<file path="src/rtl/hub75_pkg.sv">
// Shared definitions for the HUB75 row capture block.
// Holds the sub-pixel bit positions inside the 6-bit panel_rgb bus,
// the default geometry and the capture FSM state encoding.
package hub75_pkg;

  // Bit positions of each sub-pixel on panel_rgb = {b1,g1,r1,b0,g0,r0}.
  localparam int R0 = 0;
  localparam int G0 = 1;
  localparam int B0 = 2;
  localparam int R1 = 3;
  localparam int G1 = 4;
  localparam int B1 = 5;

  localparam int RGB_W = 6;

  // Default geometry: one 64-pixel chain, 16 scan rows.
  localparam int DEF_COLS      = 64;
  localparam int DEF_ROW_WIDTH = 4;

  typedef enum logic [1:0] {
    ST_IDLE    = 2'd0,  // waiting for a row latch
    ST_WAIT_OE = 2'd1,  // row latched, waiting for output enable
    ST_MEASURE = 2'd2,  // timing the OE high pulse
    ST_DUMP    = 2'd3   // streaming the row record
  } state_e;

endpackage

</file>
<file path="src/rtl/hub75_input_sync.sv">
// Synchronizer and edge detector for the asynchronous HUB75 panel inputs.
// Every input goes through SYNC_STAGES flops (SYNC_STAGES must be >= 2).
// Edges are formed from the last stage against a one-cycle delayed copy and
// registered once more; the data bus is registered in the same flop so each
// edge pulse is accompanied by the data that was present when it occurred.
//
// Ports:
//   clk_i, rst_ni         system clock, async active-low reset
//   pclk_i, latch_i, oe_i raw panel strobes
//   data_i                raw panel data (row address + rgb)
//   pclk_rise_o           one-cycle pulse on a pixel clock rise
//   latch_rise_o          one-cycle pulse on a latch rise
//   oe_rise_o, oe_fall_o  one-cycle pulses on output-enable edges
//   oe_level_o            synchronized OE level, aligned with the edge pulses
//   data_o                synchronized data, aligned with the edge pulses
module hub75_input_sync #(
  parameter int SYNC_STAGES = 2,
  parameter int DATA_W      = 10
) (
  input  logic              clk_i,
  input  logic              rst_ni,
  input  logic              pclk_i,
  input  logic              latch_i,
  input  logic              oe_i,
  input  logic [DATA_W-1:0] data_i,
  output logic              pclk_rise_o,
  output logic              latch_rise_o,
  output logic              oe_rise_o,
  output logic              oe_fall_o,
  output logic              oe_level_o,
  output logic [DATA_W-1:0] data_o
);

  localparam int W = DATA_W + 3;

  // Packed as {pclk, latch, oe, data}.
  logic [W-1:0]      stage_q [SYNC_STAGES];
  logic [W-1:0]      last;
  logic              pclk_prev_q, latch_prev_q, oe_prev_q;
  logic              pclk_rise_q, latch_rise_q, oe_rise_q, oe_fall_q, oe_level_q;
  logic [DATA_W-1:0] data_q;

  assign last = stage_q[SYNC_STAGES-1];

  always_ff @(posedge clk_i or negedge rst_ni) begin
    if (!rst_ni) begin
      for (int i = 0; i < SYNC_STAGES; i++) stage_q[i] <= '0;
      pclk_prev_q  <= 1'b0;
      latch_prev_q <= 1'b0;
      oe_prev_q    <= 1'b0;
      pclk_rise_q  <= 1'b0;
      latch_rise_q <= 1'b0;
      oe_rise_q    <= 1'b0;
      oe_fall_q    <= 1'b0;
      oe_level_q   <= 1'b0;
      data_q       <= '0;
    end else begin
      // NOTE: every register here uses <= so all stages read their
      // pre-edge values; blocking assignments would collapse the chain.
      stage_q[0] <= {pclk_i, latch_i, oe_i, data_i};
      for (int i = 1; i < SYNC_STAGES; i++) stage_q[i] <= stage_q[i-1];
      pclk_prev_q  <= last[W-1];
      latch_prev_q <= last[W-2];
      oe_prev_q    <= last[W-3];
      pclk_rise_q  <= last[W-1] & ~pclk_prev_q;
      latch_rise_q <= last[W-2] & ~latch_prev_q;
      oe_rise_q    <= last[W-3] & ~oe_prev_q;
      oe_fall_q    <= ~last[W-3] & oe_prev_q;
      oe_level_q   <= last[W-3];
      data_q       <= last[DATA_W-1:0];
    end
  end

  assign pclk_rise_o  = pclk_rise_q;
  assign latch_rise_o = latch_rise_q;
  assign oe_rise_o    = oe_rise_q;
  assign oe_fall_o    = oe_fall_q;
  assign oe_level_o   = oe_level_q;
  assign data_o       = data_q;

endmodule

</file>
<file path="src/rtl/hub75_row_capture.sv">
// HUB75 panel receiver: rebuilds each latched row of 6-bit pixels, measures
// the output-enable pulse width in clk_in cycles and streams one record per
// row (COLS beats, column COLS-1 first) over a valid/ready port.
//
// Ports:
//   clk_in, reset        system clock (>= 4x pixel clock), async active-low reset
//   panel_clk/rgb/latch/oe/row   raw HUB75 inputs
//   out_valid/ready/col/rgb/last stream beat handshake and payload
//   out_row, out_oe_cycles       record header, stable for the whole record
//   pix_count                    pixel clocks seen before the last accepted latch
//   err_overrun, err_length      sticky error flags
module hub75_row_capture
  import hub75_pkg::*;
#(
  parameter int COLS         = DEF_COLS,
  parameter int ROW_WIDTH    = DEF_ROW_WIDTH,
  parameter int OE_CNT_WIDTH = 10,
  parameter int SYNC_STAGES  = 2
) (
  input  logic                    clk_in,
  input  logic                    reset,
  input  logic                    panel_clk,
  input  logic [RGB_W-1:0]        panel_rgb,
  input  logic                    panel_latch,
  input  logic                    panel_oe,
  input  logic [ROW_WIDTH-1:0]    panel_row,
  output logic                    out_valid,
  input  logic                    out_ready,
  output logic [$clog2(COLS)-1:0] out_col,
  output logic [RGB_W-1:0]        out_rgb,
  output logic                    out_last,
  output logic [ROW_WIDTH-1:0]    out_row,
  output logic [OE_CNT_WIDTH-1:0] out_oe_cycles,
  output logic [$clog2(COLS):0]   pix_count,
  output logic                    err_overrun,
  output logic                    err_length
);

  localparam int COL_W = $clog2(COLS);
  localparam int PC_W  = COL_W + 1;
  localparam logic [PC_W-1:0] PIX_FULL = PC_W'(COLS);
  localparam logic [PC_W-1:0] PIX_MAX  = PC_W'(COLS + 1);

  logic                    pclk_rise, latch_rise, oe_rise, oe_fall, oe_level;
  logic [ROW_WIDTH+RGB_W-1:0] sync_data;
  logic [RGB_W-1:0]        rgb_s;
  logic [ROW_WIDTH-1:0]    row_s;

  hub75_input_sync #(
    .SYNC_STAGES(SYNC_STAGES),
    .DATA_W     (ROW_WIDTH + RGB_W)
  ) u_sync (
    .clk_i       (clk_in),
    .rst_ni      (reset),
    .pclk_i      (panel_clk),
    .latch_i     (panel_latch),
    .oe_i        (panel_oe),
    .data_i      ({panel_row, panel_rgb}),
    .pclk_rise_o (pclk_rise),
    .latch_rise_o(latch_rise),
    .oe_rise_o   (oe_rise),
    .oe_fall_o   (oe_fall),
    .oe_level_o  (oe_level),
    .data_o      (sync_data)
  );

  assign rgb_s = {sync_data[B1], sync_data[G1], sync_data[R1],
                  sync_data[B0], sync_data[G0], sync_data[R0]};
  assign row_s = sync_data[RGB_W +: ROW_WIDTH];

  state_e                  state_q, state_d;
  logic [RGB_W-1:0]        shift_q [COLS];
  logic [RGB_W-1:0]        hold_q  [COLS];
  logic [PC_W-1:0]         pix_cnt_q, pix_cnt_d;
  logic [PC_W-1:0]         pix_count_q;
  logic [OE_CNT_WIDTH-1:0] oe_cnt_q, oe_cycles_q;
  logic [ROW_WIDTH-1:0]    row_q;
  logic [COL_W-1:0]        idx_q;
  logic                    err_overrun_q, err_length_q;

  // Pixel count including a pixel clock that lands in the same cycle as the
  // latch, so a simultaneous last pixel is counted in the copied value.
  always_comb begin
    pix_cnt_d = pix_cnt_q;
    if (pclk_rise && pix_cnt_q != PIX_MAX) pix_cnt_d = pix_cnt_q + 1'b1;
  end

  always_comb begin
    // NOTE: default first so every path assigns state_d and no latch is inferred.
    state_d = state_q;
    unique case (state_q)
      ST_IDLE:    if (latch_rise) state_d = ST_WAIT_OE;
      ST_WAIT_OE: if (oe_rise)    state_d = ST_MEASURE;
      ST_MEASURE: if (oe_fall)    state_d = ST_DUMP;
      ST_DUMP:    if (out_ready && idx_q == '0) state_d = ST_IDLE;
      default:    state_d = ST_IDLE;
    endcase
  end

  always_ff @(posedge clk_in or negedge reset) begin
    if (!reset) begin
      state_q <= ST_IDLE;
    end else begin
      state_q <= state_d;
    end
  end

  always_ff @(posedge clk_in or negedge reset) begin
    if (!reset) begin
      // NOTE: the pixel arrays are cleared too, so a reset leaves no stale
      // row to be streamed by a later record.
      for (int i = 0; i < COLS; i++) begin
        shift_q[i] <= '0;
        hold_q[i]  <= '0;
      end
      pix_cnt_q     <= '0;
      pix_count_q   <= '0;
      oe_cnt_q      <= '0;
      oe_cycles_q   <= '0;
      row_q         <= '0;
      idx_q         <= '0;
      err_overrun_q <= 1'b0;
      err_length_q  <= 1'b0;
    end else begin
      // Shift capture runs regardless of state; newest pixel at index 0.
      if (pclk_rise) begin
        shift_q[0] <= rgb_s;
        for (int i = 1; i < COLS; i++) shift_q[i] <= shift_q[i-1];
      end

      if (latch_rise) begin
        pix_cnt_q <= '0;
        if (state_q == ST_IDLE) begin
          pix_count_q <= pix_cnt_d;
          if (pix_cnt_d != PIX_FULL) err_length_q <= 1'b1;
          // Copy the post-shift view so a coincident pixel clock is included.
          hold_q[0] <= pclk_rise ? rgb_s : shift_q[0];
          for (int i = 1; i < COLS; i++)
            hold_q[i] <= pclk_rise ? shift_q[i-1] : shift_q[i];
        end else begin
          // Record in flight: the new row is dropped.
          err_overrun_q <= 1'b1;
        end
      end else begin
        pix_cnt_q <= pix_cnt_d;
      end

      unique case (state_q)
        ST_WAIT_OE: begin
          if (oe_rise) begin
            row_q    <= row_s;
            oe_cnt_q <= OE_CNT_WIDTH'(1);
          end
        end
        ST_MEASURE: begin
          if (oe_fall) begin
            oe_cycles_q <= oe_cnt_q;
            idx_q       <= COL_W'(COLS - 1);
          end else if (oe_level && oe_cnt_q != '1) begin
            oe_cnt_q <= oe_cnt_q + 1'b1;
          end
        end
        ST_DUMP: begin
          if (out_ready && idx_q != '0) idx_q <= idx_q - 1'b1;
        end
        default: ;
      endcase
    end
  end

  // Beat payload is driven straight from registers, so it holds while stalled.
  always_comb begin
    out_valid = 1'b0;
    out_col   = '0;
    out_rgb   = '0;
    out_last  = 1'b0;
    if (state_q == ST_DUMP) begin
      out_valid = 1'b1;
      out_col   = idx_q;
      out_rgb   = hold_q[idx_q];
      out_last  = (idx_q == '0);
    end
  end

  assign out_row       = row_q;
  assign out_oe_cycles = oe_cycles_q;
  assign pix_count     = pix_count_q;
  assign err_overrun   = err_overrun_q;
  assign err_length    = err_length_q;

endmodule

</file>
<file path="config.mk">
export PLATFORM = sky130hd
export DESIGN_NAME = hub75_row_capture
export DESIGN_NICKNAME = d
export VERILOG_FILES = /design/src/rtl/hub75_pkg.sv /design/src/rtl/hub75_input_sync.sv /design/src/rtl/hub75_row_capture.sv
export SDC_FILE = /design/constraint.sdc
export NUM_CORES = 1
export LEC_CHECK = 0
export ABC_AREA = 1
export BUFFER_PORTS_ARGS = -buffer_cell sky130_fd_sc_hd__buf_2
export CAP_MARGIN = 20
export CORE_ASPECT_RATIO = 1.75
export CORE_MARGIN = 10
export CORE_UTILIZATION = 43
export CTS_BUF_LIST = sky130_fd_sc_hd__clkbuf_4 sky130_fd_sc_hd__clkbuf_8
export CTS_CLUSTER_SIZE = 20
export DETAILED_ROUTE_END_ITERATION = 7
export GPL_ROUTABILITY_DRIVEN = 0
export PLACE_DENSITY = 0.69
export SYNTH_ARGS = -nofsm -noshare
export SYNTH_HDL_FRONTEND = slang
export SYNTH_SLANG_ARGS = --single-unit
</file>
<file path="constraint.sdc">
create_clock -name clk_in -period 1.71 [get_ports clk_in]
set_input_delay 0 -clock clk_in [delete_from_list [all_inputs] [get_ports clk_in]]
set_output_delay 0 -clock clk_in [all_outputs]
set_load 0.05 [all_outputs]
</file>
==> results of run 1 <==
[critical path, delay by kind of cell (launching register included)]
| family | cells | cell delay, ns |
|---|---|---|
| and+or+nand+nor | 6 | 0.49 |
| AOI/OAI and AO/OA | 2 | 0.40 |
| buffers and inverters | 5 | 0.70 |
| DFF | 1 | 0.50 |
[final timing paths]
check | from | cells after the start | slack [ns] | end
min in group asynchronous | reset | 4 | 0.51 | hold_q[101]
min | u_sync.last[4] | 0 | 0.32 | u_sync.data_o[4]
max reg2reg | state_q[0] | 12 | -0.35 | idx_q[5]
max | idx_q[0] | 13 | -1.22 | out_rgb[5]
max in group asynchronous | reset | 4 | 0.65 | hold_q[205]
min reg2reg | u_sync.last[4] | 0 | 0.32 | u_sync.data_o[4]
[power groups by stage]
stage / sequential, mW / combinational [mW] / clock, mW
floorplan: 28.6 / 14.4 / 0
global placement: 28.6 / 22.0 / 0
detailed placement: 28.8 / 22.4 / 0
CTS: 28.5 / 28.1 / 16.8
global route: 29.3 / 37.0 / 17.8
finish: 28.8 / 34.5 / 16.7
[layout make-up]
cell class / instances / area (sq um)
diodes: 1 / 2.50
clock buffers: 185 / 2310
clock inverters: 18 / 175
fillers: 6356 / 33300
inverters: 560 / 2170
multi-input cells: 2607 / 14700
flip-flops and latches: 859 / 21500
well taps: 1065 / 1330
repair buffers: 529 / 7810
repair inverters: 3 / 76.3
[routing by layer]
layer	vias to the layer above	wire, um	track usage (%)
li1	14224	-	-
met1	15311	40700	23.7
met2	1189	57700	36.4
met3	397	6400	3.14
met4	0	6740	9.91
met5	-	0	0
[cells by family (layout without fill, tap and decap cells)]
logic type,after synthesis,count (layout),share of synthesized area [%]
AO/OA/AOI/OAI,781,781,11.1
flip-flops,859,859,59.4
multiplexers,7,7,0.218
buffers and inverters,815,1295,9.10
XOR/XNOR,8,8,0.194
AND/OR/NAND/NOR,1802,1802,19.7
other,0,1,0
adder cells (fa/ha/maj),9,9,0.311
[through the flow]
step / total power [mW] / utilization [%]
6_report: 79.9 / 60.0
5_1_grt: 84.1 / 60.0
4_1_cts: 73.4 / 55.4
3_3_place_gp: 50.6 / 47.1
3_5_place_dp: 51.2 / 47.1
2_1_floorplan: 43.0 / -
[layout by cell type (no fill, tap or decap), types with 29 or more instances in the layout]
master | synthesis | final
dfrtp_1 | 859 | 855
nand2_1 | 1271 | 829
inv_1 | 556 | 542
nand2_2 | 2 | 256
nor2_1 | 260 | 233
o21ai_0 | 502 | 219
a21oi_1 | 210 | 205
nand3_1 | 249 | 201
nand2_4 | 0 | 187
o21ai_2 | 6 | 177
clkbuf_8 | 0 | 147
buf_4 | 16 | 147
o21ai_1 | 31 | 139
buf_12 | 0 | 116
buf_6 | 1 | 58
buf_16 | 0 | 57
nand3_2 | 0 | 47
buf_8 | 0 | 43
clkbuf_16 | 0 | 40
clkbuf_4 | 0 | 38
buf_2 | 134 | 38
dlygate4sd3_1 | 0 | 29
[registers in the layout (all words and copies together), names as in the netlist, 2 cells and up]
| signal | count |
|---|---|
| shift_q | 384 |
| u_sync.data_o | 10 |
| u_sync.stage_q | 13 |
| out_oe_cycles | 10 |
| pix_count | 7 |
| hold_q | 384 |
| state_q | 2 |
| idx_q | 6 |
| pix_cnt_q | 7 |
| u_sync.last | 13 |
| oe_cnt_q | 10 |
| out_row | 4 |
[what timing repair did]
action,in CTS,in global routing
resized for setup,465,1088
gates cloned,70,48
setup endpoints to repair,220,423
endpoints found under the hold margin,880,0
pin swaps,44,136
setup buffers,99,45
hold buffers,30,0
==> metrics, run 1 <==
number of synthesis warnings 0; WL final 112,000 um; worst path cell trace buf_8 -> inv_16 -> buf_16 -> buf_8 -> nand2_1 -> nand3_1 -> nand2_1 -> a21oi_1 -> nor2_1 -> nand2_1 -> nand3b_1 -> a21oi_4 -> buf_12; Psw ~31 mW; # nets final ~4.7k; Initial Util 43.4%; Leak Pwr ~25 nW; Worst-Skew Late Latency ~0.8 ns; P_int 49.2 mW; total negative slack -97.16 ns; initial antenna violation count 1; via/cell ratio 5.34; vias in the first global route 30.7k; DR vias 31.1k; # DRC 0; Mapped Area 36,200 sq um; TritonCTS clock tree built; row cnt 140; Final Hold Fails 0; switching share of power 38.5%; largest cells by area after synthesis dfrtp_1 59%, nand2_1 13%, o21ai_0 6.9%; worst slack at placement -0.596 ns; share of layout cells above drive strength 1 30.6%; Setup Crit Path Kind flip-flop to output port; worst min path class flip-flop to flip-flop; Crit path top cell by count nand2_1; area leader, netlist dfrtp_1; largest net degree at the start of global routing 93; drt wl/cell 19.1 um; Synth Area per Inst ~8.5 sq um; Slew headroom 65.7%; worst slew pin tran 0.509 ns; Clock Path Buffers 3; core area 83,400 sq um; unrepaired setup endpoints after global routing yes; DP HPWL 55,600 um; GRT Util Overall between 20% and 30%; Synth cell types 33; max_cap viols 0; Commonest cells post-synth 1,271 x nand2_1, 859 x dfrtp_1, 556 x inv_1, 502 x o21ai_0, 260 x nor2_1; Routed Antenna Nets 0; Die X 239 um; Req. time, crit path 1.71 ns; status finished with violations; Area growth syn-to-layout 38.3%; clock group share of total power 20.9%; final slew viol count 0; post-place instance area 39,300 sq um; critical path startpoint category flip-flop; f_max approximately 340 MHz; power per cell area around 1600 nW/um^2; CTS sink count 859; die height 404 um; Async SR Flop Fraction 100%; cts bufs inserted 114; H-tree levels 3; FF+latch count, synth 859; final non-filler cell total 5,827; clk slew on worst S/H paths 0.07 ns; post-synth top area share 59.4%; Iteration-0 DRC Markers 2,255; fin crit share 171%; critical path arrival 2.93 ns; total gr overflow 0; Final Critical Period 2.93 ns; Die ar. about 97,000 sq um; Pre-Repair DR Iteration Count 7; Critical Path Max Stage Delay 0.50 ns; syn_nets 4,306; EDFF count, synth 0; crit path capture type output port; Comb power frac 43.1%; worst clock skew between 0.04 and 0.05 ns; first-pass GRT wire length 160,000 um; Synth Flop Type dfrtp_1; Sequential Power Share 36.0%; worst hold slack 0.324 ns; failing checks negative setup slack; VDD IR max 0.00161 V; IO Count 53; slowest cell on the critical path dfrtp_4; # port buffers 52; most common cell in the netlist nand2_1; Mapped Cells 4,281; CTS root buf clkbuf_8; placed cells 5,374; # setup viols final 436; CP max FO 7; worst setup margin -1.22 ns; fin area 50,100 sq um; Seq/Total Area, Yosys 59.4%
(Power assumes the default switching activity.)
==> inputs of run 2 (changes only) <==
MAX_ROUTING_LAYER = met4   (was not set)
==> metrics, run 2 (synthesized netlist as in run 1, its figures left out) <==
Psw 30.7 mW; Routed Antenna Nets 0; final non-filler cell total 5,829; VDD IR max between 0.0015 and 0.002 V; crit path capture type output port; RR Endpoint hold_q[184]; Worst-Skew Late Latency 0.81 ns; status finished with violations; Multi-input gate area approximately 15,000 sq um; worst slew pin tran 0.519 ns; clk slew on worst S/H paths 0.07 ns; Leak Pwr between 20 and 25 nW; fill cell count 6,353; clock group share of total power between 20% and 30%; fin crit share 172%; worst setup margin -1.23 ns; hold path start out_ready; # DRC 0; placed cells approximately 5.4k; # setup viols final 432; failing checks negative setup slack; Setup Crit Path Kind flip-flop to output port; Die X around 240 um; f_max 340 MHz; Area growth syn-to-layout 38.3%; switching share of power between 30% and 40%; # nets final 4,701; Largest regs hold_q: 384 flops, shift_q: 384 flops; FF-to-FF setup slack -0.38 ns; IO Count 53; worst clock skew 0.0467 ns; commonest cells after routing, fill and taps aside 855 x dfrtp_1, 838 x nand2_1, 541 x inv_1; H-tree levels 3; critical path arrival approximately 2.9 ns; die height 404 um; DP HPWL 55,600 um; r2r startpoint state_q[0]; DR vias 31.1k; Die ar. 96,600 sq um; final slew viol count 0; initial antenna violation count 1; most common cell after layout, fill and taps aside dfrtp_1; P_int 49.3 mW; # port buffers 52; Req. time, crit path around 1.7 ns; largest net degree at the start of global routing 93; GRT Util Overall 21.1%; worst slack at placement -0.596 ns; Comb power frac 43.2%; CTS sink count 859; Slew headroom 65.1%; Clock Path Buffers 3; unrepaired setup endpoints after global routing yes; share of layout cells above drive strength 1 30.3%; WL final ~110,000 um; cells on worst reg2reg path 13; Initial Util between 40% and 50%; drt wl/cell about 19 um; CP max FO 9; CTS root buf clkbuf_8; Sequential Area between 20,000 and 25,000 sq um; worst min path class primary input to flip-flop; row cnt 140; via/cell ratio 5.33; Iteration-0 DRC Markers approximately 2.3k; first-pass GRT wire length around 160,000 um; vias in the first global route 30.7k; TritonCTS clock tree built; Sequential Power Share 36.0%; power per cell area between 1500 and 2000 nW/um^2; Pre-Repair DR Iteration Count 6; total gr overflow 0; max_cap viols 0; cts bufs inserted 114; critical path startpoint category flip-flop; Hold Crit Depth 6; core area between 80,000 and 90,000 sq um; hold endpoint state_q[1]; Final Hold Fails 0; Final Critical Period between 2 and 3 ns
-- run 2: cell count changes in the layout (fill, tap and decap cells not counted), sizes merged --
cell    before  now
clkbuf     225  226
buf        459  460
-- run 2: final cells by class --
class / instances / area share, %
clock inverters: 18 / 0.350
repair buffers: 531 / 15.7
well taps: 1065 / 2.66
flip-flops and latches: 859 / 43.0
multi-input cells: 2607 / 29.3
clock buffers: 185 / 4.61
diodes: 1 / 0.00500
inverters: 560 / 4.32
repair inverters: 3 / 0.152
-- run 2: worst max-delay path, cell delays in order (launching register included) --
cell	delay, ns
dfrtp_4	0.50
buf_8	0.16
inv_12	0.12
buf_16	0.16
buf_8	0.13
nand2_1	0.05
nand3_1	0.07
nand2_1	0.05
a21oi_1	0.17
nor2_1	0.08
nand2_1	0.07
nand3b_1	0.17
a21oi_4	0.24
buf_12	0.16
-- run 2: power groups by stage --
stage               Clock [mW]  Sequential (mW)  Combinational [mW]
floorplan                    0             28.6                14.4
global placement             0             28.6                22.0
detailed placement           0             28.8                22.4
CTS                       16.8             28.5                28.1
global route              17.8             29.3                37.0
finish                    16.7             28.8                34.5
-- run 2: repair_timing --
action                                  in CTS  in global routing
hold endpoints to repair                   880                  0
endpoints found under the setup margin     220                423
cloned                                      70                 49
buffers inserted                            99                 46
pin swaps                                   44                135
gates resized for setup                    465               1069
hold buffers                                30                  0
-- run 2: routing by layer --
layer  vias up  routed length, um  GRT usage (%)
met2      1166              57400           36.4
met3       417               6070           2.94
met5         -                  0              -
li1      14232                  -              -
met4         0               6950           9.96
met1     15238              40500           23.8
-- run 2: metrics by stage --
stage                     TNS [ns]  power [mW]  instance area [sq um]  hold slack (ns)  utilization (%)
after global placement       -4.53        50.6                  39300          -0.0292             47.1
final                       -94.31        79.9                  50100            0.322             60.0
after floorplan             -0.212        43.0                  36300           -0.296                -
after CTS                   -50.46        73.4                  46200            0.230             55.4
after global routing       -119.97        84.1                  50100            0.322             60.0
after detailed placement     -7.46        51.2                  39300          -0.0285             47.1
-- run 2: how the worst max path moves through the flow --
| stage | start | to | slack, ns |
|---|---|---|---|
| final | idx_q[0] | out_rgb[5] | -1.23 |
| after global routing | idx_q[0] | out_rgb[5] | -1.32 |
| after CTS | idx_q[0] | out_rgb[2] | -1.20 |
| after detailed placement | idx_q[0] | out_rgb[1] | -0.60 |
| after global placement | idx_q[0] | out_rgb[1] | -0.58 |
| after floorplan | idx_q[1] | out_rgb[1] | -0.06 |
